`src/rtl/wb_arbiter2.sv`:
```
// wb_arbiter2: CYC-locked two-master Wishbone arbiter with round-robin/fixed priority and a strobe watchdog.
module wb_arbiter2 #(
  parameter int TIMEOUT    = 255,
  parameter bit FIXED_PRIO = 1'b0
) (
  input  logic        wb_clk_i,
  input  logic        wb_rst_n_i,
  input  logic [15:0] m0_dat_i,
  output logic [15:0] m0_dat_o,
  input  logic [20:1] m0_adr_i,
  input  logic [1:0]  m0_sel_i,
  input  logic        m0_we_i,
  input  logic        m0_cyc_i,
  input  logic        m0_stb_i,
  output logic        m0_ack_o,
  input  logic [15:0] m1_dat_i,
  output logic [15:0] m1_dat_o,
  input  logic [20:1] m1_adr_i,
  input  logic [1:0]  m1_sel_i,
  input  logic        m1_we_i,
  input  logic        m1_cyc_i,
  input  logic        m1_stb_i,
  output logic        m1_ack_o,
  input  logic [15:0] s_dat_i,
  output logic [15:0] s_dat_o,
  output logic [20:1] s_adr_o,
  output logic [1:0]  s_sel_o,
  output logic        s_we_o,
  output logic        s_cyc_o,
  output logic        s_stb_o,
  input  logic        s_ack_i,
  output logic        timeout_o
);
  typedef enum logic [1:0] {IDLE, OWN0, OWN1} state_t;
  localparam int CW = $clog2(TIMEOUT + 1);
  localparam logic [CW-1:0] TLAST = CW'(TIMEOUT - 1);
  state_t state_q, state_d;
  logic lp_q, lp_d, tmo_q, tmo_d;
  logic [CW-1:0] cnt_q, cnt_d;
  logic own0, own1, stb_raw, tmo_fire;
  assign own0     = state_q == OWN0;
  assign own1     = state_q == OWN1;
  assign stb_raw  = (own0 & m0_cyc_i & m0_stb_i) | (own1 & m1_cyc_i & m1_stb_i);
  assign tmo_fire = stb_raw & ~s_ack_i & (cnt_q == TLAST);
  always_comb begin
    state_d = state_q;
    lp_d    = lp_q;
    case (state_q)
      IDLE: begin
        // lp names the last winner, so a contest goes to the other master
        if (m0_cyc_i & m1_cyc_i) state_d = (FIXED_PRIO || lp_q) ? OWN0 : OWN1;
        else if (m0_cyc_i)       state_d = OWN0;
        else if (m1_cyc_i)       state_d = OWN1;
      end
      OWN0: if (!m0_cyc_i) begin state_d = IDLE; lp_d = 1'b0; end
      OWN1: if (!m1_cyc_i) begin state_d = IDLE; lp_d = 1'b1; end
      default: state_d = IDLE;
    endcase
    cnt_d = (stb_raw & ~s_ack_i & ~tmo_fire & (state_d == state_q)) ? cnt_q + CW'(1) : '0;
    tmo_d = tmo_fire;
  end
  always_ff @(posedge wb_clk_i) begin
    if (!wb_rst_n_i) begin
      state_q <= IDLE;
      lp_q    <= 1'b1;
      cnt_q   <= '0;
      tmo_q   <= 1'b0;
    end else begin
      state_q <= state_d;
      lp_q    <= lp_d;
      cnt_q   <= cnt_d;
      tmo_q   <= tmo_d;
    end
  end
  assign s_cyc_o   = own0 ? m0_cyc_i : own1 ? m1_cyc_i : 1'b0;
  assign s_stb_o   = stb_raw & ~tmo_fire;
  assign s_we_o    = own0 ? m0_we_i  : own1 ? m1_we_i  : 1'b0;
  assign s_sel_o   = own0 ? m0_sel_i : own1 ? m1_sel_i : 2'b0;
  assign s_adr_o   = own0 ? m0_adr_i : own1 ? m1_adr_i : 20'b0;
  assign s_dat_o   = own0 ? m0_dat_i : own1 ? m1_dat_i : 16'b0;
  assign m0_ack_o  = own0 & m0_stb_i & (s_ack_i | tmo_fire);
  assign m1_ack_o  = own1 & m1_stb_i & (s_ack_i | tmo_fire);
  assign m0_dat_o  = !own0 ? 16'h0 : tmo_fire ? 16'hFFFF : s_dat_i;
  assign m1_dat_o  = !own1 ? 16'h0 : tmo_fire ? 16'hFFFF : s_dat_i;
  assign timeout_o = tmo_q;
endmodule

```
`config.mk`:
```
export PLATFORM = sky130hd
export DESIGN_NAME = wb_arbiter2
export DESIGN_NICKNAME = d
export VERILOG_FILES = /design/src/rtl/wb_arbiter2.sv
export SDC_FILE = /design/constraint.sdc
export NUM_CORES = 1
export LEC_CHECK = 0
export BUFFER_PORTS_ARGS = -buffer_cell sky130_fd_sc_hd__buf_2
export CORE_AREA = 2 2 68 70
export CTS_CLUSTER_SIZE = 28
export DETAILED_ROUTE_END_ITERATION = 7
export DIE_AREA = 0 0 70 72
export HOLD_SLACK_MARGIN = 0.08
export MAX_ROUTING_LAYER = met4
export PLACE_DENSITY = 0.79
export SYNTH_ARGS = -nofsm -noshare
export SYNTH_HDL_FRONTEND = slang
export SYNTH_SLANG_ARGS = --single-unit
```
`constraint.sdc`:
```
create_clock -name wb_clk_i -period 2.1 [get_ports wb_clk_i]
set_clock_uncertainty 0.05 [all_clocks]
set_input_delay 0.42 -clock wb_clk_i [delete_from_list [all_inputs] [get_ports wb_clk_i]]
set_output_delay 0.42 -clock wb_clk_i [all_outputs]
set_load 0.1 [all_outputs]
```
==> results of run 1 <==
## synth_stat cells, drive strengths merged (2+ instances only)
library cell,number
a21oi,3
a22o,40
buf,5
clkbuf,10
dfxtp,12
ha,2
inv,2
nand2,5
nand2b,3
nand3,4
nand4b,3
nor2,65
nor2b,4
xnor2,4
xor2,2
## logic make-up after synthesis
group	count (synthesis)	synth area share (%)
simple gates	90	33.6
xor+xnor	6	4.13
buf+inv	17	8.06
compound gates	48	33.3
fa+ha+maj	2	1.97
flops	12	18.9
## stage by stage
step	utilization [%]	cells	setup TNS (ns)	worst slack, ns	instance area, µm²
after floorplan	-	175	-9.19	-0.306	1580
after global placement	86.7	401	-1.59	-0.0714	3700
after detailed placement	86.7	401	-3.77	-0.137	3700
after CTS	91.3	411	-9.04	-0.303	3890
## what timing repair did
action / 4_1_cts
cloned: 2
pin swaps: 2
setup endpoints to repair: 35
setup buffers: 5
resized for setup: 21
hold buffers: 0
==> results.txt, run 1 <==
* Number of library cell types mapped by synthesis: 31
* Synthesized cell area: 1270 µm²
- Io pins: 177
* Initial Utilization: 29.8%
* # H-tree levels: 1
- After the last repair the worst path ends at a top-level output.
* Area leader, netlist: sky130_fd_sc_hd__a22o_1
- Post-synthesis sequential area ratio: 18.9%
- The first error in the log reads "[ERROR DPL-0038] Utilization greater than 100%, impossible to legalize".
* Horiz. Die Dim: 70 µm
- The floorplan step set the die height to 72 µm.
* Detail Placement HPWL: 6390 µm
- Synth Flop Type: sky130_fd_sc_hd__dfxtp_1
* Number of flops mapped to enable cells by yosys: 0
- Final weighted congestion in routability-driven placement: 0.863
- After synthesis the netlist holds a flip-flop and latch count of 12.
- Total number of yosys warnings: 0
- Step where the flow halted: global routing
- For this run, asynchronously set or reset flops after synthesis account for 0%.
* Clock buffer depth: 2
- Counting every net in the synthesized netlist gives 278.
* Area share of the largest cell type after synthesis: 27.5%
- Number of instances in the synthesized netlist: 175
- Total clock sinks: 12
- Cts bufs inserted: 3
- Port-buffer cells: 176
* Status: did not finish
- Final worst endpoint reported by repair_timing after global routing: m0_ack_o
- In this run the core area contains 24 standard-cell rows.
- In this run the mean area of a mapped cell was 7.27 µm².
- Buffer type at the clock tree root: sky130_fd_sc_hd__clkbuf_8
- By area the synthesized netlist is led by sky130_fd_sc_hd__a22o_1 28%, sky130_fd_sc_hd__dfxtp_1 19%, sky130_fd_sc_hd__nor2_1 19%.
- Maximum number of pins on one net before global-route repair: 41
==> inputs of run 2 (changes only) <==
--- a/config.mk
+++ b/config.mk
@@ -7,12 +7,9 @@
 export LEC_CHECK = 0
 export BUFFER_PORTS_ARGS = -buffer_cell sky130_fd_sc_hd__buf_2
 export CORE_AREA = 2 2 68 70
-export CTS_CLUSTER_SIZE = 28
 export DETAILED_ROUTE_END_ITERATION = 7
 export DIE_AREA = 0 0 70 72
-export HOLD_SLACK_MARGIN = 0.08
-export MAX_ROUTING_LAYER = met4
-export PLACE_DENSITY = 0.79
+export PLACE_DENSITY_LB_ADDON = 0.15
 export SYNTH_ARGS = -nofsm -noshare
 export SYNTH_HDL_FRONTEND = slang
 export SYNTH_SLANG_ARGS = --single-unit
==> results.txt, run 2 <==
- Status: complete, but fails checks
- Violated checks: setup timing
* Number of instances in the synthesized netlist: 175 (unchanged)
- Setup violations remaining at the end of the flow were counted as 41.
- The most common cell in the synthesized netlist is sky130_fd_sc_hd__nor2_1.
* Via count of the first global-routing pass: 2197
* Syn nets: 278 (unchanged)
* Detailed Route Iter0 Violations: 189
* Full die area: 5040 µm²
- The routed design could run at a clock period as short as 2.52 ns.
- Horiz. Die Dim: 70 µm (unchanged)
- Clock edge transition at the registers on the reported setup and hold paths: 0.06 ns
- Area added between synthesis and finish: 214%
- The post-synthesis instance area was 1270 µm² (unchanged).
- Worst-Skew Late Latency: 0.25 ns
- The number of max-slew violations in the final report came to 0.
* #FFs+latches synth: 12 (unchanged)
* Vias: 2355
- The clock network burns 14.1% of the power.
- RSZ-0062 raised after global routing: yes
- The tool flagged a number of max-cap violations equal to 0.
- Endpoint class of the critical path: output port
- The clock net sink count was 12 (unchanged).
- Top library cells by usage in the layout, fill and taps aside: 101 x sky130_fd_sc_hd__buf_2, 79 x sky130_fd_sc_hd__buf_12, 40 x sky130_fd_sc_hd__nor2_4, 39 x sky130_fd_sc_hd__a22o_2
- Ordered cell list for the critical path: nand4_1 > a2111oi_4 > buf_6 > clkbuf_16 > nor2_2 > nor2_4 > buf_12
* # H-tree levels: 1 (unchanged)
- The internal power of the cells totals 0.897 mW.
- Initial Utilization: 29.8% (unchanged)
* Flip-flop count of the largest register after layout: 8
- Buffer type at the clock tree root: sky130_fd_sc_hd__clkbuf_8
- The maximum number of buffers from clock root to sink was 2 (unchanged).
- Fraction of power spent switching nets: 52.3%
* TNS Setup: -12.91 ns
- Headroom to the max-slew limit came out at 54.8%.
* Number of library cell types mapped by synthesis: 31 (unchanged)
* WL/cell: 23.2 µm
- Global-route usage over all layers: 26.3%
- The number of buffers inserted by port buffering came to 176 (unchanged).
- At the worst endpoint, the required time is 1.63 ns.
- Core area: 4260 µm²
* Part of the power in registers: 12.8%
- Of the total power, combinational logic draws 73.2%.
- For this design the static power due to leakage is 1.71 nW.
- The final layout contains 468 nets.
- Peak supply drop: 0.351 mV
- Cts bufs inserted: 3 (unchanged)
- Number of flops mapped to enable cells by yosys: 0 (unchanged)
- Crit path max-delay cell type: sky130_fd_sc_hd__a2111oi_4
- Aggregate routed wire length: 9660 µm
- Remaining antenna violation count after routing: 0
- Across all setup checks in the final design, the least slack found is -0.421 ns.
- The portion of synthesized cell area occupied by the leading cell type was 27.5% (unchanged).
* Hold slack final: 0.382 ns
- Critical path data arrival time: 2.05 ns
- In this run the power spent charging and discharging nets is 0.983 mW.
- Final weighted congestion in routability-driven placement: 0.865 (+0.27%)
- On the worst path, the slowest cell contributes a delay of 0.45 ns.
- The proportion of synthesized chip area in sequential cells is 18.9% (unchanged).
- The share of synthesized flip-flops with an asynchronous set or reset came to 0% (unchanged).
- Mean area per synthesized cell: 7.27 µm² (unchanged)
* Gr ovfl total: 0
* CTS tree: yes
* Power density of the placed cells: 470 nW/µm²
- Of all nets on the critical path, the largest fanout is 5.
- The count of final hold-check violations is 0.
* Upper clock frequency limit: 397 MHz
* Floorplan row count: 24 (unchanged)
* Overall power after layout: 1.88 mW
- cnt_q holds more flip-flops than any other register.
- Synth Flop Type: sky130_fd_sc_hd__dfxtp_1
- Filler cells: 129
* Most common cell after layout, fill and taps aside: sky130_fd_sc_hd__buf_2
- The total half-perimeter wirelength after legalization and detailed placement came to 6000 µm (-6.0%).
* Initial antenna violation count: 1
* Crit start category: register
- The biggest area contributor in the post-synthesis netlist is sky130_fd_sc_hd__a22o_1.
- Final worst path period share: 120%
* Proportion of layout cells with a drive suffix above 1: 84.9%
- First-pass GRT wire length: 10600 µm
* Die height: 72 µm (unchanged)
* Area contributors post-synth: sky130_fd_sc_hd__a22o_1 28%, sky130_fd_sc_hd__dfxtp_1 19%, sky130_fd_sc_hd__nor2_1 19%
- The commonest cells after synthesis are 63 x sky130_fd_sc_hd__nor2_1, 40 x sky130_fd_sc_hd__a22o_1, 12 x sky130_fd_sc_hd__dfxtp_1.
- In the routed design, unresolved DRC markers number 0.
* Maximum number of pins on one net before global-route repair: 31
- The number of ports placed on the die boundary came to 177 (unchanged).
* Final Instance Count excl. Fillers: 417
* Worst Tran Pin Value: 0.677 ns
- In the routed layout, each cell is associated on average with a via count of 5.65.
- Tightest Hold Check Type: in2reg
- The largest registers in the layout are cnt_q: 8 flops, state_q: 2 flops.
- Drt pass-1 iters: 4
- The worst setup path is of the reg2out kind.
* Total number of yosys warnings: 0 (unchanged)
* Total placed cells including tap cells: 404 (+0.75%)
==> run 2: stage by stage <==
step | setup slack (ns) | utilization [%] | instance area [µm²]
finish | -0.421 | 93.7 | 4000
global route | -0.422 | 93.7 | 4000
CTS | -0.215 | 89.5 | 3820
detailed placement | -0.0983 | 87.2 | 3720
global placement | -0.0301 | 87.2 | 3720
floorplan | -0.306 | - | 1580
==> run 2: cell families after synthesis <==
logic type	after synthesis	synth area share [%]
and+or+nand+nor	90	33.6
xor gates and xnor gates	6	4.13
buffers and inverters	17	8.06
adders and majority gates	2	1.97
AOI/OAI and AO/OA	48	33.3
DFF	12	18.9
==> run 2: final cells by class <==
type                            instances  area (µm²)  share of cell area [%]
Antenna cell                            1        2.50                  0.0626
Clock buffer                            4        55.1                    1.38
Inverter                                2        7.51                   0.188
Multi-Input combinational cell        146        1330                    33.2
Sequential cell                        12         248                    6.20
Tap cell                               52        65.1                    1.63
Timing Repair Buffer                  200        2290                    57.3
==> run 2: final timing paths <==
kind              start      endpoint  slack (ns)  cells after the start
max            cnt_q[4]  m0_dat_o[10]       -0.42                      7
max reg2reg    cnt_q[4]      cnt_q[2]        0.21                      5
min          wb_rst_n_i          lp_q        0.38                      2
min reg2reg        lp_q    state_q[1]        0.47                      1
==> run 2: worst max-delay path: cells and delay by family (launching register included) <==
kind            cells  cell delay (ns)
compound gates      1             0.45
buf+inv             3             0.55
flops               1             0.38
simple gates        3             0.41
==> run 2: what timing repair did <==
action                                  4_1_cts  5_1_grt
pin swaps                                     2        5
hold buffers                                  0        0
resized for setup                            12       26
hold endpoints to repair                      0        0
endpoints found under the setup margin       74       74
cloned                                        0        3
buffers inserted                              1        4
==> run 2: routing by layer <==
layer | global-route usage, % | part of all wire [%] | up-vias
met3 | 6.94 | 8.1 | 59
met1 | 24.8 | 30 | 1077
met4 | 8.76 | 8.0 | 0
met2 | 54.4 | 54 | 214
li1 | - | - | 1005
met5 | 0 | 0 | -
==> run 2: power groups by stage <==
stage	Combinational, mW	Clock (mW)	Sequential [mW]
2_1_floorplan	0.813	0	0.240
3_3_place_gp	1.31	0	0.242
3_5_place_dp	1.33	0	0.242
4_1_cts	1.34	0.252	0.238
5_1_grt	1.40	0.267	0.241
6_report	1.38	0.264	0.240
(Power assumes the default switching activity.)
==> inputs of run 3 (changes only) <==
--- a/config.mk
+++ b/config.mk
@@ -7,6 +7,7 @@
 export LEC_CHECK = 0
 export BUFFER_PORTS_ARGS = -buffer_cell sky130_fd_sc_hd__buf_2
 export CORE_AREA = 2 2 68 70
+export CTS_BUF_LIST = sky130_fd_sc_hd__clkbuf_16
 export DETAILED_ROUTE_END_ITERATION = 7
 export DIE_AREA = 0 0 70 72
 export PLACE_DENSITY_LB_ADDON = 0.15
==> results.txt, run 3 <==
- Io pins: 177 (unchanged)
- The synthesized area per cell came to 7.27 µm² (unchanged).
* Die height: 72 µm (unchanged)
- Horiz. Die Dim: 70 µm (unchanged)
- Main combinational cell family by area after synthesis: simple AND/OR/NAND/NOR gates
- Area contributors post-synth: sky130_fd_sc_hd__a22o_1 28%, sky130_fd_sc_hd__dfxtp_1 19%, sky130_fd_sc_hd__nor2_1 19%
- CTS hold repair buffers: 0 (unchanged)
- The maximum level of the CTS H-tree came to 1 (unchanged).
- The post-synthesis share of cell area spent on full adders, half adders and majority gates is 1.97% (unchanged).
* Maximum number of pins on one net before global-route repair: 31
- Buffer type at the clock tree root: sky130_fd_sc_hd__clkbuf_16
- Post-synthesis sequential area ratio: 18.9% (unchanged)
* Total number of yosys warnings: 0 (unchanged)
* Proportion of synthesized flip-flops having asynchronous set or reset: 0% (unchanged)
* Final worst endpoint reported by repair_timing after global routing: m1_dat_o[4]
- The maximum number of buffers from clock root to sink is 2 (unchanged).
- Final weighted congestion in routability-driven placement: 0.865 (unchanged)
- Area share of the largest cell type after synthesis: 27.5% (unchanged)
* Cts bufs inserted: 3 (unchanged)
* Most numerous cell in the Yosys netlist: sky130_fd_sc_hd__nor2_1
* Kind of the worst endpoint: top-level output
- The number of instances in the synthesized netlist came to 175 (unchanged).
* Run-stopping error: [ERROR GRT-0232] Routing congestion too high. Check the congestion heatmap in the GUI.
- Simple-gate share of the synthesized area: 33.6% (unchanged)
- The number of storage elements in the synthesis netlist came to 12 (unchanged).
- The number of enable-type register cells in the synthesized netlist came to 0 (unchanged).
- Floorplan row count: 24 (unchanged)
* Pre-CTS worst setup slack: -0.0983 ns (unchanged)
- Detail Placement HPWL: 6000 µm (unchanged)
- Among all flip-flop cells after synthesis, the most frequent one is sky130_fd_sc_hd__dfxtp_1.
* Portion of netlist area occupied by mux cells: 0% (unchanged)
- Area leader, netlist: sky130_fd_sc_hd__a22o_1
* Synthesized cell area: 1270 µm² (unchanged)
- The count of placed standard cells including taps is 404 (unchanged).
* Number of library cell types mapped by synthesis: 31 (unchanged)
- The number of buffers inserted by port buffering is 176 (unchanged).
- It got as far as global routing and failed there.
- After global routing the overflow that remains totals 51.
- The run stopped with a tool error.
- Global-route usage over all layers: 68.7%
- Synthesized-area fraction occupied by ao, oa, aoi and oai cells: 33.3% (unchanged)
* Initial Utilization: 29.8% (unchanged)
- The post-synthesis share of cell area spent on xor and xnor gates came to 4.13% (unchanged).
* Syn nets: 278 (unchanged)
- The initial antenna violation count is 2.
- The clock net sink count is 12 (unchanged).
* Top post-synthesis cells by count: 63 x sky130_fd_sc_hd__nor2_1, 40 x sky130_fd_sc_hd__a22o_1, 12 x sky130_fd_sc_hd__dfxtp_1
-- run 3: cell counts after synthesis --
No cell type changed its count.
-- run 3: logic make-up after synthesis --
group | after synthesis
xor gates and xnor gates | 6
DFF | 12
adders and majority gates | 2
AOI/OAI and AO/OA | 48
buffers and inverters | 17
and+or+nand+nor | 90
-- run 3: routing by layer --
metal	overflow	global-route usage (%)
met3	0	50.3
met5	0	1.01
met1	0	58.2
met4	29	87.8
met2	22	93.4
-- run 3: metrics by stage --
step	cell area [µm²]	hold WS, ns
3_5_place_dp	3720	0.424
4_1_cts	3950	0.371
2_1_floorplan	1580	0.391
3_3_place_gp	3720	0.418
-- run 3: what timing repair did --
item                                    4_1_cts
cloned                                        2
setup buffers                                 4
endpoints found under the setup margin       74
pin swaps                                     2
gates resized for setup                      22
